===== config.mk =====
export PLATFORM = sky130hd
export DESIGN_NAME = decode_issue_ctrl_flat
export DESIGN_NICKNAME = d
export VERILOG_FILES = /design/src/rtl/core_pkg.sv /design/src/rtl/decode_issue_ctrl_if.sv /design/src/rtl/decode_issue_ctrl_scoreboard.sv /design/src/rtl/decode_issue_ctrl.sv /design/src/flat_wrapper.sv
export SDC_FILE = /design/constraint.sdc
export NUM_CORES = 1
export LEC_CHECK = 0
export CELL_PAD_IN_SITES_DETAIL_PLACEMENT = 0
export CELL_PAD_IN_SITES_GLOBAL_PLACEMENT = 2
export CORE_MARGIN = 8
export CORE_UTILIZATION = 45
export CTS_BUF_LIST = sky130_fd_sc_hd__clkbuf_8
export CTS_CLUSTER_DIAMETER = 50
export DETAILED_ROUTE_END_ITERATION = 10
export DONT_BUFFER_PORTS = 1
export PLACE_DENSITY_LB_ADDON = 0.1
export SETUP_SLACK_MARGIN = 0.3
export SYNTH_ARGS = -nofsm -noshare
export SYNTH_HDL_FRONTEND = slang
export SYNTH_SLANG_ARGS = --single-unit

===== constraint.sdc =====
create_clock -name clk -period 6.9 [get_ports clk]
set_clock_uncertainty 0.2 [all_clocks]
set_input_delay 0 -clock clk [delete_from_list [all_inputs] [get_ports clk]]
set_output_delay 0 -clock clk [all_outputs]
set_load 0.01 [all_outputs]

===== src/rtl/core_pkg.sv =====
`default_nettype none
// ============================================================================
//  Module      : core_pkg
//  Description : Shared definitions for the RV32I decode/issue stage:
//                major opcode constants, the canonical NOP encoding, the
//                decode FSM state type and opcode usage-class helpers.
//  Revision    : 1.0 - initial release
// ============================================================================
package core_pkg;

  localparam logic [6:0] OP_R      = 7'b0110011;
  localparam logic [6:0] OP_IMM    = 7'b0010011;
  localparam logic [6:0] OP_LOAD   = 7'b0000011;
  localparam logic [6:0] OP_JALR   = 7'b1100111;
  localparam logic [6:0] OP_STORE  = 7'b0100011;
  localparam logic [6:0] OP_BRANCH = 7'b1100011;
  localparam logic [6:0] OP_LUI    = 7'b0110111;
  localparam logic [6:0] OP_AUIPC  = 7'b0010111;
  localparam logic [6:0] OP_JAL    = 7'b1101111;

  // addi x0, x0, 0
  localparam logic [31:0] C_NOP = 32'h0000_0013;

  typedef enum logic [1:0] {
    ST_EMPTY = 2'd0,
    ST_FULL  = 2'd1,
    ST_HAZ   = 2'd2
  } dec_state_e;

  function automatic logic op_reads_rs1(input logic [6:0] op);
    logic r;
    case (op)
      OP_R, OP_IMM, OP_LOAD, OP_JALR, OP_STORE, OP_BRANCH: r = 1'b1;
      default:                                             r = 1'b0;
    endcase
    return r;
  endfunction

  function automatic logic op_reads_rs2(input logic [6:0] op);
    logic r;
    case (op)
      OP_R, OP_STORE, OP_BRANCH: r = 1'b1;
      default:                   r = 1'b0;
    endcase
    return r;
  endfunction

  function automatic logic op_writes_rd(input logic [6:0] op);
    logic r;
    case (op)
      OP_R, OP_IMM, OP_LOAD, OP_JALR, OP_LUI, OP_AUIPC, OP_JAL: r = 1'b1;
      default:                                                 r = 1'b0;
    endcase
    return r;
  endfunction

endpackage
`default_nettype wire


===== src/rtl/decode_issue_ctrl_if.sv =====
`default_nettype none
// ============================================================================
//  Module      : decode_issue_ctrl_if
//  Description : Bundle of the fetch, decoder, execute and writeback signals
//                seen by the decode/issue controller.
//                slave  : the controller side
//                master : the surrounding pipeline (fetch/decoder/execute)
//  Ports       : if_valid/if_ready/if_inst/if_pc   fetch handshake
//                dec_inst/dec_pc                   decode register contents
//                id_opcode/id_rs1/id_rs2/id_rd     decoder fields of dec_inst
//                ex_valid/ex_ready                 issue handshake
//                wb_valid/wb_rd                    register release
//                flush, sb_err                     flush request, sticky error
//  Revision    : 1.0 - initial release
// ============================================================================
interface decode_issue_ctrl_if #(
  parameter int XLEN = 32
);
  logic            if_valid;
  logic            if_ready;
  logic [XLEN-1:0] if_inst;
  logic [XLEN-1:0] if_pc;
  logic [XLEN-1:0] dec_inst;
  logic [XLEN-1:0] dec_pc;
  logic [6:0]      id_opcode;
  logic [4:0]      id_rs1;
  logic [4:0]      id_rs2;
  logic [4:0]      id_rd;
  logic            ex_valid;
  logic            ex_ready;
  logic            wb_valid;
  logic [4:0]      wb_rd;
  logic            flush;
  logic            sb_err;

  modport slave (
    input  if_valid, if_inst, if_pc, id_opcode, id_rs1, id_rs2, id_rd,
           ex_ready, wb_valid, wb_rd, flush,
    output if_ready, dec_inst, dec_pc, ex_valid, sb_err
  );

  modport master (
    output if_valid, if_inst, if_pc, id_opcode, id_rs1, id_rs2, id_rd,
           ex_ready, wb_valid, wb_rd, flush,
    input  if_ready, dec_inst, dec_pc, ex_valid, sb_err
  );
endinterface
`default_nettype wire


===== src/rtl/decode_issue_ctrl_scoreboard.sv =====
`default_nettype none
// ============================================================================
//  Module      : reg_scoreboard
//  Description : 32 per-register outstanding-write counters. Counts up on
//                issue of a write, down on release. Lookups report the count
//                as it will be after this cycle's release, so a retiring
//                write unblocks its consumer in the same cycle.
//  Ports       : clk, rst_n          clock, async active-low reset
//                i_iss_en/i_iss_rd   issue of a write to i_iss_rd
//                i_rel_en/i_rel_rd   release of i_rel_rd
//                i_rs1/i_rs2         read-port lookups -> o_busy_rs1/o_busy_rs2
//                i_rd                destination lookup -> o_sat_rd
//                o_sb_err            sticky: release of a zero counter
//  Revision    : 1.0 - initial release
// ============================================================================
module reg_scoreboard #(
  parameter int PEND_W = 2
) (
  input  wire logic       clk,
  input  wire logic       rst_n,
  input  wire logic       i_iss_en,
  input  wire logic [4:0] i_iss_rd,
  input  wire logic       i_rel_en,
  input  wire logic [4:0] i_rel_rd,
  input  wire logic [4:0] i_rs1,
  input  wire logic [4:0] i_rs2,
  input  wire logic [4:0] i_rd,
  output logic            o_busy_rs1,
  output logic            o_busy_rs2,
  output logic            o_sat_rd,
  output logic            o_sb_err
);

  localparam logic [PEND_W-1:0] C_MAX = '1;

  logic [32*PEND_W-1:0] w_cnt_flat;
  logic [31:0]          w_inc;
  logic [31:0]          w_dec;
  logic [31:0]          w_uflow;
  logic                 r_err;

  // x0 is never tracked: its select bits stay clear.
  always_comb begin
    w_inc = '0;
    w_dec = '0;
    if (i_iss_en && (i_iss_rd != 5'd0)) w_inc[i_iss_rd] = 1'b1;
    if (i_rel_en && (i_rel_rd != 5'd0)) w_dec[i_rel_rd] = 1'b1;
  end

  for (genvar gi = 0; gi < 32; gi++) begin : g_cnt
    logic [PEND_W-1:0] r_cnt;

    always_ff @(posedge clk or negedge rst_n) begin
      if (!rst_n) begin
        r_cnt <= '0;
      end else if (w_inc[gi] && !w_dec[gi]) begin
        if (r_cnt != C_MAX) r_cnt <= r_cnt + 1'b1;
      end else if (w_dec[gi] && !w_inc[gi]) begin
        if (r_cnt != '0) r_cnt <= r_cnt - 1'b1;
      end
    end

    assign w_cnt_flat[gi*PEND_W +: PEND_W] = r_cnt;
    assign w_uflow[gi] = w_dec[gi] && !w_inc[gi] && (r_cnt == '0);
  end

  always_ff @(posedge clk or negedge rst_n) begin
    if (!rst_n) r_err <= 1'b0;
    else if (|w_uflow) r_err <= 1'b1;
  end

  // Count of idx after this cycle's release (never below zero).
  function automatic logic [PEND_W-1:0] post_rel(input logic [4:0] idx);
    logic [PEND_W-1:0] c;
    logic              rel;
    c   = w_cnt_flat[32'(idx)*PEND_W +: PEND_W];
    rel = i_rel_en && (i_rel_rd == idx) && (idx != 5'd0) && (c != '0);
    return c - PEND_W'(rel);
  endfunction

  assign o_busy_rs1 = (i_rs1 != 5'd0) && (post_rel(i_rs1) != '0);
  assign o_busy_rs2 = (i_rs2 != 5'd0) && (post_rel(i_rs2) != '0);
  assign o_sat_rd   = (i_rd  != 5'd0) && (post_rel(i_rd) == C_MAX);
  assign o_sb_err   = r_err;

endmodule
`default_nettype wire


===== src/rtl/decode_issue_ctrl.sv =====
`default_nettype none
// ============================================================================
//  Module      : decode_issue_ctrl
//  Description : Decode-stage sequencer for the RV32I core. Holds one fetched
//                instruction, stalls it on RAW hazards or scoreboard
//                saturation, and issues it to execute with valid/ready.
//  Ports       : clk, rst_n   clock, async active-low reset
//                bus          decode_issue_ctrl_if.slave (fetch, decoder,
//                             execute, writeback, flush, sb_err)
//                stall_cycles, flush_cnt  (DECODE_PERF_CNT_EN only)
//  Config      : `define DECODE_PERF_CNT_EN adds saturating 16-bit counters of
//                scoreboard-blocked cycles and flushes of a valid instruction.
//  Revision    : 1.0 - initial release
// ============================================================================
module decode_issue_ctrl
  import core_pkg::*;
#(
  parameter int PEND_W = 2,
  parameter int XLEN   = 32
) (
  input  wire logic          clk,
  input  wire logic          rst_n,
  decode_issue_ctrl_if.slave bus
`ifdef DECODE_PERF_CNT_EN
  ,
  output logic [15:0]        stall_cycles,
  output logic [15:0]        flush_cnt
`endif
);

  dec_state_e      r_state;
  logic [XLEN-1:0] r_dec_inst;
  logic [XLEN-1:0] r_dec_pc;

  logic w_valid;
  logic w_rd_rs1;
  logic w_rd_rs2;
  logic w_wr_rd;
  logic w_busy_rs1;
  logic w_busy_rs2;
  logic w_sat_rd;
  logic w_hazard;
  logic w_ex_valid;
  logic w_issue;
  logic w_if_ready;
  logic w_accept;

  assign w_valid  = (r_state != ST_EMPTY);
  assign w_rd_rs1 = op_reads_rs1(bus.id_opcode);
  assign w_rd_rs2 = op_reads_rs2(bus.id_opcode);
  assign w_wr_rd  = op_writes_rd(bus.id_opcode);

  // busy/sat already exclude x0 and include the same-cycle release.
  assign w_hazard   = (w_rd_rs1 && w_busy_rs1) ||
                      (w_rd_rs2 && w_busy_rs2) ||
                      (w_wr_rd  && w_sat_rd);
  assign w_ex_valid = w_valid && !w_hazard && !bus.flush;
  assign w_issue    = w_ex_valid && bus.ex_ready;
  assign w_if_ready = !w_valid || w_issue || bus.flush;
  assign w_accept   = bus.if_valid && w_if_ready;

  reg_scoreboard #(
    .PEND_W (PEND_W)
  ) u_sb (
    .clk        (clk),
    .rst_n      (rst_n),
    .i_iss_en   (w_issue && w_wr_rd),
    .i_iss_rd   (bus.id_rd),
    .i_rel_en   (bus.wb_valid),
    .i_rel_rd   (bus.wb_rd),
    .i_rs1      (bus.id_rs1),
    .i_rs2      (bus.id_rs2),
    .i_rd       (bus.id_rd),
    .o_busy_rs1 (w_busy_rs1),
    .o_busy_rs2 (w_busy_rs2),
    .o_sat_rd   (w_sat_rd),
    .o_sb_err   (bus.sb_err)
  );

  // FULL/HAZ record the scoreboard verdict of the last held cycle; the
  // issue decision itself always uses the live hazard term. A freshly
  // loaded instruction starts in FULL and is classified the next cycle.
  always_ff @(posedge clk or negedge rst_n) begin
    if (!rst_n) begin
      r_state    <= ST_EMPTY;
      r_dec_inst <= XLEN'(C_NOP);
      r_dec_pc   <= '0;
    end else begin
      if (w_accept) begin
        r_state    <= ST_FULL;
        r_dec_inst <= bus.if_inst;
        r_dec_pc   <= bus.if_pc;
      end else if (bus.flush || w_issue) begin
        r_state <= ST_EMPTY;
      end else if (w_valid) begin
        r_state <= w_hazard ? ST_HAZ : ST_FULL;
      end
    end
  end

  assign bus.dec_inst = r_dec_inst;
  assign bus.dec_pc   = r_dec_pc;
  assign bus.ex_valid = w_ex_valid;
  assign bus.if_ready = w_if_ready;

`ifdef DECODE_PERF_CNT_EN
  logic [15:0] r_stall_cycles;
  logic [15:0] r_flush_cnt;
  logic        w_stalled;

  // A cycle counts as stalled when the held instruction is blocked by the
  // scoreboard (and not being discarded).
  assign w_stalled = w_valid && w_hazard && !bus.flush;

  always_ff @(posedge clk or negedge rst_n) begin
    if (!rst_n) begin
      r_stall_cycles <= '0;
      r_flush_cnt    <= '0;
    end else begin
      if (w_stalled && (r_stall_cycles != 16'hFFFF))
        r_stall_cycles <= r_stall_cycles + 16'd1;
      if (bus.flush && w_valid && (r_flush_cnt != 16'hFFFF))
        r_flush_cnt <= r_flush_cnt + 16'd1;
    end
  end

  assign stall_cycles = r_stall_cycles;
  assign flush_cnt    = r_flush_cnt;
`endif

endmodule
`default_nettype wire


===== src/flat_wrapper.sv =====
// flat-port wrapper written by rule: the top's interface ports become plain ports
module decode_issue_ctrl_flat import core_pkg::*;
#(
  parameter int PEND_W = 2,
  parameter int XLEN   = 32
)
  (clk, rst_n, bus_if_valid, bus_if_inst, bus_if_pc, bus_id_opcode, bus_id_rs1, bus_id_rs2, bus_id_rd, bus_ex_ready, bus_wb_valid, bus_wb_rd, bus_flush, bus_if_ready, bus_dec_inst, bus_dec_pc, bus_ex_valid, bus_sb_err);
  decode_issue_ctrl_if #(.XLEN(XLEN)) bus_i ();
  input  wire logic clk;
  input  wire logic rst_n;
  input wire logic [$bits(bus_i.if_valid)-1:0] bus_if_valid;
  input wire logic [$bits(bus_i.if_inst)-1:0] bus_if_inst;
  input wire logic [$bits(bus_i.if_pc)-1:0] bus_if_pc;
  input wire logic [$bits(bus_i.id_opcode)-1:0] bus_id_opcode;
  input wire logic [$bits(bus_i.id_rs1)-1:0] bus_id_rs1;
  input wire logic [$bits(bus_i.id_rs2)-1:0] bus_id_rs2;
  input wire logic [$bits(bus_i.id_rd)-1:0] bus_id_rd;
  input wire logic [$bits(bus_i.ex_ready)-1:0] bus_ex_ready;
  input wire logic [$bits(bus_i.wb_valid)-1:0] bus_wb_valid;
  input wire logic [$bits(bus_i.wb_rd)-1:0] bus_wb_rd;
  input wire logic [$bits(bus_i.flush)-1:0] bus_flush;
  output wire logic [$bits(bus_i.if_ready)-1:0] bus_if_ready;
  output wire logic [$bits(bus_i.dec_inst)-1:0] bus_dec_inst;
  output wire logic [$bits(bus_i.dec_pc)-1:0] bus_dec_pc;
  output wire logic [$bits(bus_i.ex_valid)-1:0] bus_ex_valid;
  output wire logic [$bits(bus_i.sb_err)-1:0] bus_sb_err;
  assign bus_i.if_valid = bus_if_valid;
  assign bus_i.if_inst = bus_if_inst;
  assign bus_i.if_pc = bus_if_pc;
  assign bus_i.id_opcode = bus_id_opcode;
  assign bus_i.id_rs1 = bus_id_rs1;
  assign bus_i.id_rs2 = bus_id_rs2;
  assign bus_i.id_rd = bus_id_rd;
  assign bus_i.ex_ready = bus_ex_ready;
  assign bus_i.wb_valid = bus_wb_valid;
  assign bus_i.wb_rd = bus_wb_rd;
  assign bus_i.flush = bus_flush;
  assign bus_if_ready = bus_i.if_ready;
  assign bus_dec_inst = bus_i.dec_inst;
  assign bus_dec_pc = bus_i.dec_pc;
  assign bus_ex_valid = bus_i.ex_valid;
  assign bus_sb_err = bus_i.sb_err;
  decode_issue_ctrl #(.PEND_W(PEND_W), .XLEN(XLEN)) u_core (.clk(clk), .rst_n(rst_n), .bus(bus_i));
endmodule

; After elaboration in Yosys (flattened, before gate mapping)
; Cells that the tools add are included.
[totals]
input_bits = 97
latchBits = 0
n_memories = 0
reg_bits = 131
ramBits = 0
output_inout_bits = 67
word_cells = 695
rom_bits = 0
[op_classes]
div_mod_pow = 0
n_eq_ne = 77
muxes = 141
n_shift = 3
order_cmp = 4
n_reduce_logical = 367
n_addsub = 67
n_mul = 0
bitwise = 0
[ops]
columns = cell, n
row1 = $mux 2, 132
row2 = $reduce_bool 2->1, 102
row3 = $shiftx 64x7->2, 3
row4 = $logic_and 1x1->1, 120
row5 = $reduce_and 3->1, 32
row6 = $logic_not 1->1, 67
row7 = $add 2x1->2 const B, 32
row8 = $logic_not 2->1, 32
row9 = $mux 32, 2
row10 = $ne 2x1->1 const B, 32
row11 = $ne 2x2->1 const B, 32
row12 = $sub 2x1->2 const B, 32
row13 = $reduce_or 32->1, 1
row14 = $eq 7x6->1 const B, 3
row15 = $eq 7x7->1 const B, 3
row16 = $reduce_bool 5->1, 4
row17 = $eq 5x5->1, 3
row18 = $eq 7x5->1 const B, 2
row19 = $lt 5x6->1 const B, 2
row20 = $demux 1 s5, 2
row21 = $ge 5x1->1 const B, 2
row22 = $eq 7x2->1 const B, 1
row23 = $reduce_or 7->1, 1
row24 = $reduce_or 6->1, 1
row25 = 6 further kinds, 16

; Longest topological paths before layout
[depth]
word_depth = 21
mapped_depth = 21
mapped_depth_nobuf = 16

; By module
; From an unflattened synthesis, not the netlist that was laid out.
[unflattened]
hier_cells = 1360
hier_area_um2 = 11566.1
[modules_own_cells]
columns = module, area_each_um2, cells_per_inst, instances, seq_area_each_um2
row1 = reg_scoreboard, 6877.8, 813, 1, 1626.6
row2 = decode_issue_ctrl, 4688.2, 547, 1, 1655.3

; Least setup slack after synthesis
; Ideal clock, no wire load.
[synth_path]
path_kind = input -> register
from = input port bus_id_rd[0]
to = register u_core.u_sb.g_cnt[13].r_cnt[0]
slack_ns = 2.215
arrival_ns = 4.361
path_buffers = 5
setup_time_ns = 0.125
cell_stages = 18
required_ns = 6.575
cell_sequence = buf_6 -> buf_2 -> buf_1 -> mux4_2 -> a41o_1 -> nor4b_1 -> and4_1 -> nor3_1 -> ha_1 -> a31o_2 -> a211o_1 -> nand4_2 -> clkbuf_1 -> buf_2 -> nor4_1 -> ha_1 -> maj3_1 -> mux2_2
[synth_between]
elab_chain_cells = 20
word_cells_on_any_way = 32
cone_classes = 1 x add/sub / 2 x order compare / 3 x eq/ne / 1 x shift / 4 x mux / 21 x reduce/logical
[synth_lines]
columns = element, line
row1 = from (decl), flat_wrapper.sv:17  ; input wire logic [$bits(bus_i.id_rd)-1:0] bus_id_rd;
row2 = "parallel branches: the longest is 15 deep, another holds $sub 2x1->2", --
row3 = $mux 32 (*), decode_issue_ctrl_scoreboard.sv:46  ; if (i_iss_en && (i_iss_rd != 5'd0)) w_inc[i_iss_rd] = 1'b1;
row4 = $logic_not 1->1, decode_issue_ctrl_scoreboard.sv:58  ; end else if (w_dec[gi] && !w_inc[gi]) begin
row5 = $logic_and 1x1->1, decode_issue_ctrl_scoreboard.sv:58
row6 = $reduce_bool 2->1 (no source line), --
row7 = $reduce_and 3->1 (no source line), --
row8 = to (signal assigned), decode_issue_ctrl_scoreboard.sv:57  ; if (r_cnt != C_MAX) r_cnt <= r_cnt + 1'b1;
row9 = to (signal assigned), decode_issue_ctrl_scoreboard.sv:59  ; if (r_cnt != '0) r_cnt <= r_cnt - 1'b1;
row10 = to (decl), decode_issue_ctrl_scoreboard.sv:51  ; logic [PEND_W-1:0] r_cnt;
; Every way passes the cells marked *.
; A chain may end at the register's enable or synchronous reset.

; Worst setup path after layout
[layout_path]
from = register u_core.u_sb.g_cnt[18].r_cnt[0]
to = register u_core.u_sb.g_cnt[6].r_cnt[1]
[layout_between]
elab_chain_cells = 20
word_cells_on_any_way = 38
cone_classes = 3 x add/sub / 2 x eq/ne / 3 x shift / 2 x mux / 28 x reduce/logical
[layout_lines]
columns = element, line
row1 = from (decl), decode_issue_ctrl_scoreboard.sv:51
row2 = from (signal assigned), decode_issue_ctrl_scoreboard.sv:57
row3 = from (signal assigned), decode_issue_ctrl_scoreboard.sv:59
row4 = $shiftx 64x7->2, decode_issue_ctrl_scoreboard.sv:76  ; c = w_cnt_flat[32'(idx)*PEND_W +: PEND_W];
row5 = $reduce_bool 2->1, decode_issue_ctrl_scoreboard.sv:77  ; rel = i_rel_en && (i_rel_rd == idx) && (idx != 5'd0) && (c != '0);
row6 = $logic_and 1x1->1, decode_issue_ctrl_scoreboard.sv:77
row7 = $sub 2x1->2, decode_issue_ctrl_scoreboard.sv:78  ; return c - PEND_W'(rel);
row8 = $reduce_bool 2->1 (on tied branches), "decode_issue_ctrl_scoreboard.sv:81, decode_issue_ctrl_scoreboard.sv:82"
row9 = $logic_and 1x1->1 (on tied branches), "decode_issue_ctrl_scoreboard.sv:81, decode_issue_ctrl_scoreboard.sv:82"
row10 = $logic_and 1x1->1 (on tied branches), "decode_issue_ctrl.sv:54, decode_issue_ctrl.sv:55"
row11 = $logic_or 1x1->1, decode_issue_ctrl.sv:54  ; assign w_hazard = (w_rd_rs1 && w_busy_rs1) ||
row12 = (+4 left out), --
row13 = $logic_and 1x1->1 (*), decode_issue_ctrl.sv:58  ; assign w_issue = w_ex_valid && bus.ex_ready;
row14 = $logic_and 1x1->1 (*), decode_issue_ctrl.sv:67  ; .i_iss_en (w_issue && w_wr_rd),
row15 = $logic_and 1x1->1 (*), decode_issue_ctrl_scoreboard.sv:46
row16 = $mux 32 (*), decode_issue_ctrl_scoreboard.sv:46
row17 = $logic_not 1->1, decode_issue_ctrl_scoreboard.sv:58
row18 = $logic_and 1x1->1, decode_issue_ctrl_scoreboard.sv:58
row19 = $reduce_bool 2->1 (no source line), --
row20 = $reduce_and 3->1 (no source line), --
row21 = to (signal assigned), decode_issue_ctrl_scoreboard.sv:57
row22 = to (signal assigned), decode_issue_ctrl_scoreboard.sv:59
row23 = to (decl), decode_issue_ctrl_scoreboard.sv:51
; Every way passes the cells marked *; elsewhere a longest branch is shown, timed or not.

==> flow_summary.json <==
{
  "grt_pass1_vias": 8393,
  "viasPerCell": 6.03,
  "relSlewSlack": 0.209,
  "fin_setup_tns_ns": 0,
  "post_cts_resized": 0,
  "die_h_um": 163,
  "buffer_ports.inserted": 0,
  "dr.pass1.iters": 5,
  "numClockSinks": 131,
  "hold_buffers": 92,
  "core_um2": 21100,
  "drt_iter0_markers": 696,
  "status": "finished with violations",
  "syn_to_final_growth_pct": 15.0,
  "arrival_ns": 5.85,
  "fin_hold_ws_ns": -0.0617,
  "powerDensity_nw_per_um2": 190,
  "hold_path_class": "in -> async",
  "dpl_cell_area_um2": 9790,
  "ys_ff_latch": 131,
  "synth_area_um2": 9680,
  "ant_nets": 0,
  "cts_buffers": 17,
  "hold_viol": 21,
  "post_cts_buffers": 0,
  "rsz0062_at_grt": "no",
  "fill_cells": 1899,
  "grt_overflow": 0,
  "ir_drop_v": 0.000111,
  "wirelength_mm": 32.3,
  "period_share": 0.829,
  "setup_ws_ns": 1.18,
  "final_cell_mix": "dfrtp_1 (128), dlygate4sd3_1 (91), nand2_1 (83), o21ai_0 (78)",
  "clk_path_buf_depth": 2,
  "crit_required_ns": 7.03,
  "track_usage": 0.242,
  "drc_errors": 0,
  "layout-drive-gt1-share": 0.135,
  "final_cells": 1344,
  "slew_violations": 0,
  "cts_tree": "done",
  "root_buffer": "clkbuf_8",
  "setup_violations": 0,
  "endpoint_kind": "flip-flop",
  "max_freq_mhz": 175,
  "ys_warn_count": 0,
  "htreeDepth": 4,
  "vias": 8109,
  "async_flop_share": 1.00,
  "pre_cts_slack_ns": 1.43,
  "ys.flop_type": "dfrtp_1",
  "worst_slew_pin_slew_ns": 1.16,
  "multiInputGateArea_um2": 5920,
  "leakagePower_nw": 4.83,
  "final_nets": 1217,
  "dieArea_um2": 26500,
  "violations": "hold timing",
  "num_rows": 53,
  "initial_core_util": 0.459,
  "clk_pin_slew_ns": 0.09,
  "die_width_um": 163,
  "drv_cap": 0,
  "timing.final.crit_period_ns": 5.72,
  "grt_max_degree": 132,
  "synth_edf_count": 0,
  "synth.distinct_cells": 65,
  "syn_avg_cell_area_um2": 9.77,
  "ios": 164,
  "antenna_found_initial": 1,
  "postSynthCellCount": 991,
  "final_area_um2": 11100,
  "place_hpwl_mm": 22.2,
  "startpoint_type": "flip-flop",
  "cp_max_fo": 28,
  "wire_per_inst_um": 24.0,
  "grt_pass1_wl_mm": 49.3,
  "layout_commonest_cell": "dfrtp_1",
  "synth-seq-area-share": 0.339,
  "regArea_um2": 3280,
  "clock_latency_ns": 0.46,
  "dp.cells": 1219,
  "gp_congestion": 0.920,
  "criticalPathCategory": "reg -> reg"
}
[routing by layer]
metal / share of wire / global-route usage
met4: 0.022 / 0.0842
met2: 0.47 / 0.385
met5: 0 / 0
met3: 0.10 / 0.0743
met1: 0.41 / 0.308
[registers in the layout (all words and copies together), names as in the netlist]
register and count:
u_core.bus.dec_inst 32, u_core.bus.dec_pc 32, u_core.r_state 2, u_core.u_sb.g_cnt.r_cnt 64
u_core.u_sb.o_sb_err 1
[per-stage QoR]
stage	power, mW	util
final	2.11	0.528
after global routing	2.21	0.528
after CTS	2.13	0.528
after detailed placement	1.36	0.464
after global placement	1.34	0.464
after floorplan	1.27	-
[Yosys cell counts (8+ instances only)]
master | count | area, um2
dfrtp_1 | 128 | 3200
nand2_1 | 83 | 312
o21ai_0 | 78 | 390
mux2_2 | 70 | 788
nor2_1 | 70 | 263
mux2i_1 | 69 | 691
ha_1 | 65 | 813
inv_1 | 56 | 210
nor2b_1 | 46 | 288
nor4_1 | 33 | 206
or4_1 | 31 | 233
a22oi_1 | 30 | 225
clkbuf_1 | 29 | 109
mux4_2 | 23 | 518
a21oi_1 | 22 | 110
o31a_1 | 16 | 140
buf_2 | 14 | 70.1
maj3_1 | 12 | 120
mux2_1 | 8 | 90.1
nand3_1 | 8 | 40.0
[cell type report]
class | instances | share of cell area
clock buffer | 17 | 0.0210
tap | 275 | 0.0309
clock inverter | 15 | 0.0146
timing repair buffer | 97 | 0.0877
inverter | 56 | 0.0189
antenna | 1 | 0.000225
sequential | 131 | 0.295
multi-input combinational | 752 | 0.532
[report_power, final]
| part | internal (mW) | switching, mW |
|---|---|---|
| registers | 0.861 | 0.150 |
| clock network | 0.304 | 0.392 |
| logic | 0.224 | 0.185 |
[cell families after synthesis]
family,synth area share
other,0.000776
and+or+nand+nor,0.169
muxes,0.216
buffers and inverters,0.0507
xor gates and xnor gates,0.0127
adders and majority gates,0.0964
DFF,0.339
AOI/OAI and AO/OA,0.116
[critical path, cell delays in order (launching register included)]
cell	delay, ns
dfrtp_1	0.46
mux4_2	0.51
a32o_1	0.31
a211oi_1	0.16
nor4b_1	0.39
and4_1	0.25
nor3_1	0.05
ha_1	0.20
nand4_1	0.08
a211o_1	0.25
nand4_2	0.63
buf_4	0.45
or4_1	0.52
ha_1	0.34
o21ai_0	0.16
dlygate4sd3_1	0.56
o21ai_0	0.09
[path summary, 6_finish.rpt]
| check | endpoint | slack, ns | cells after the start | start |
|---|---|---|---|---|
| hold reg to reg | u_core.bus.dec_pc[19] | 0.39 | 1 | u_core.bus.dec_pc[19] |
| setup / recovery | u_core.u_sb.g_cnt[6].r_cnt[1] | 1.18 | 16 | u_core.u_sb.g_cnt[18].r_cnt[0] |
| min in group clk | u_core.bus.dec_inst[11] | 0.02 | 2 | bus_if_inst[11] |
| hold / removal | u_core.u_sb.g_cnt[16].r_cnt[0] | -0.06 | 2 | rst_n |
| max in group asynchronous | u_core.u_sb.g_cnt[15].r_cnt[1] | 5.95 | 2 | rst_n |
| setup reg to reg | u_core.u_sb.g_cnt[6].r_cnt[1] | 1.18 | 16 | u_core.u_sb.g_cnt[18].r_cnt[0] |
No activity file was read; power rests on OpenSTA's default activity.
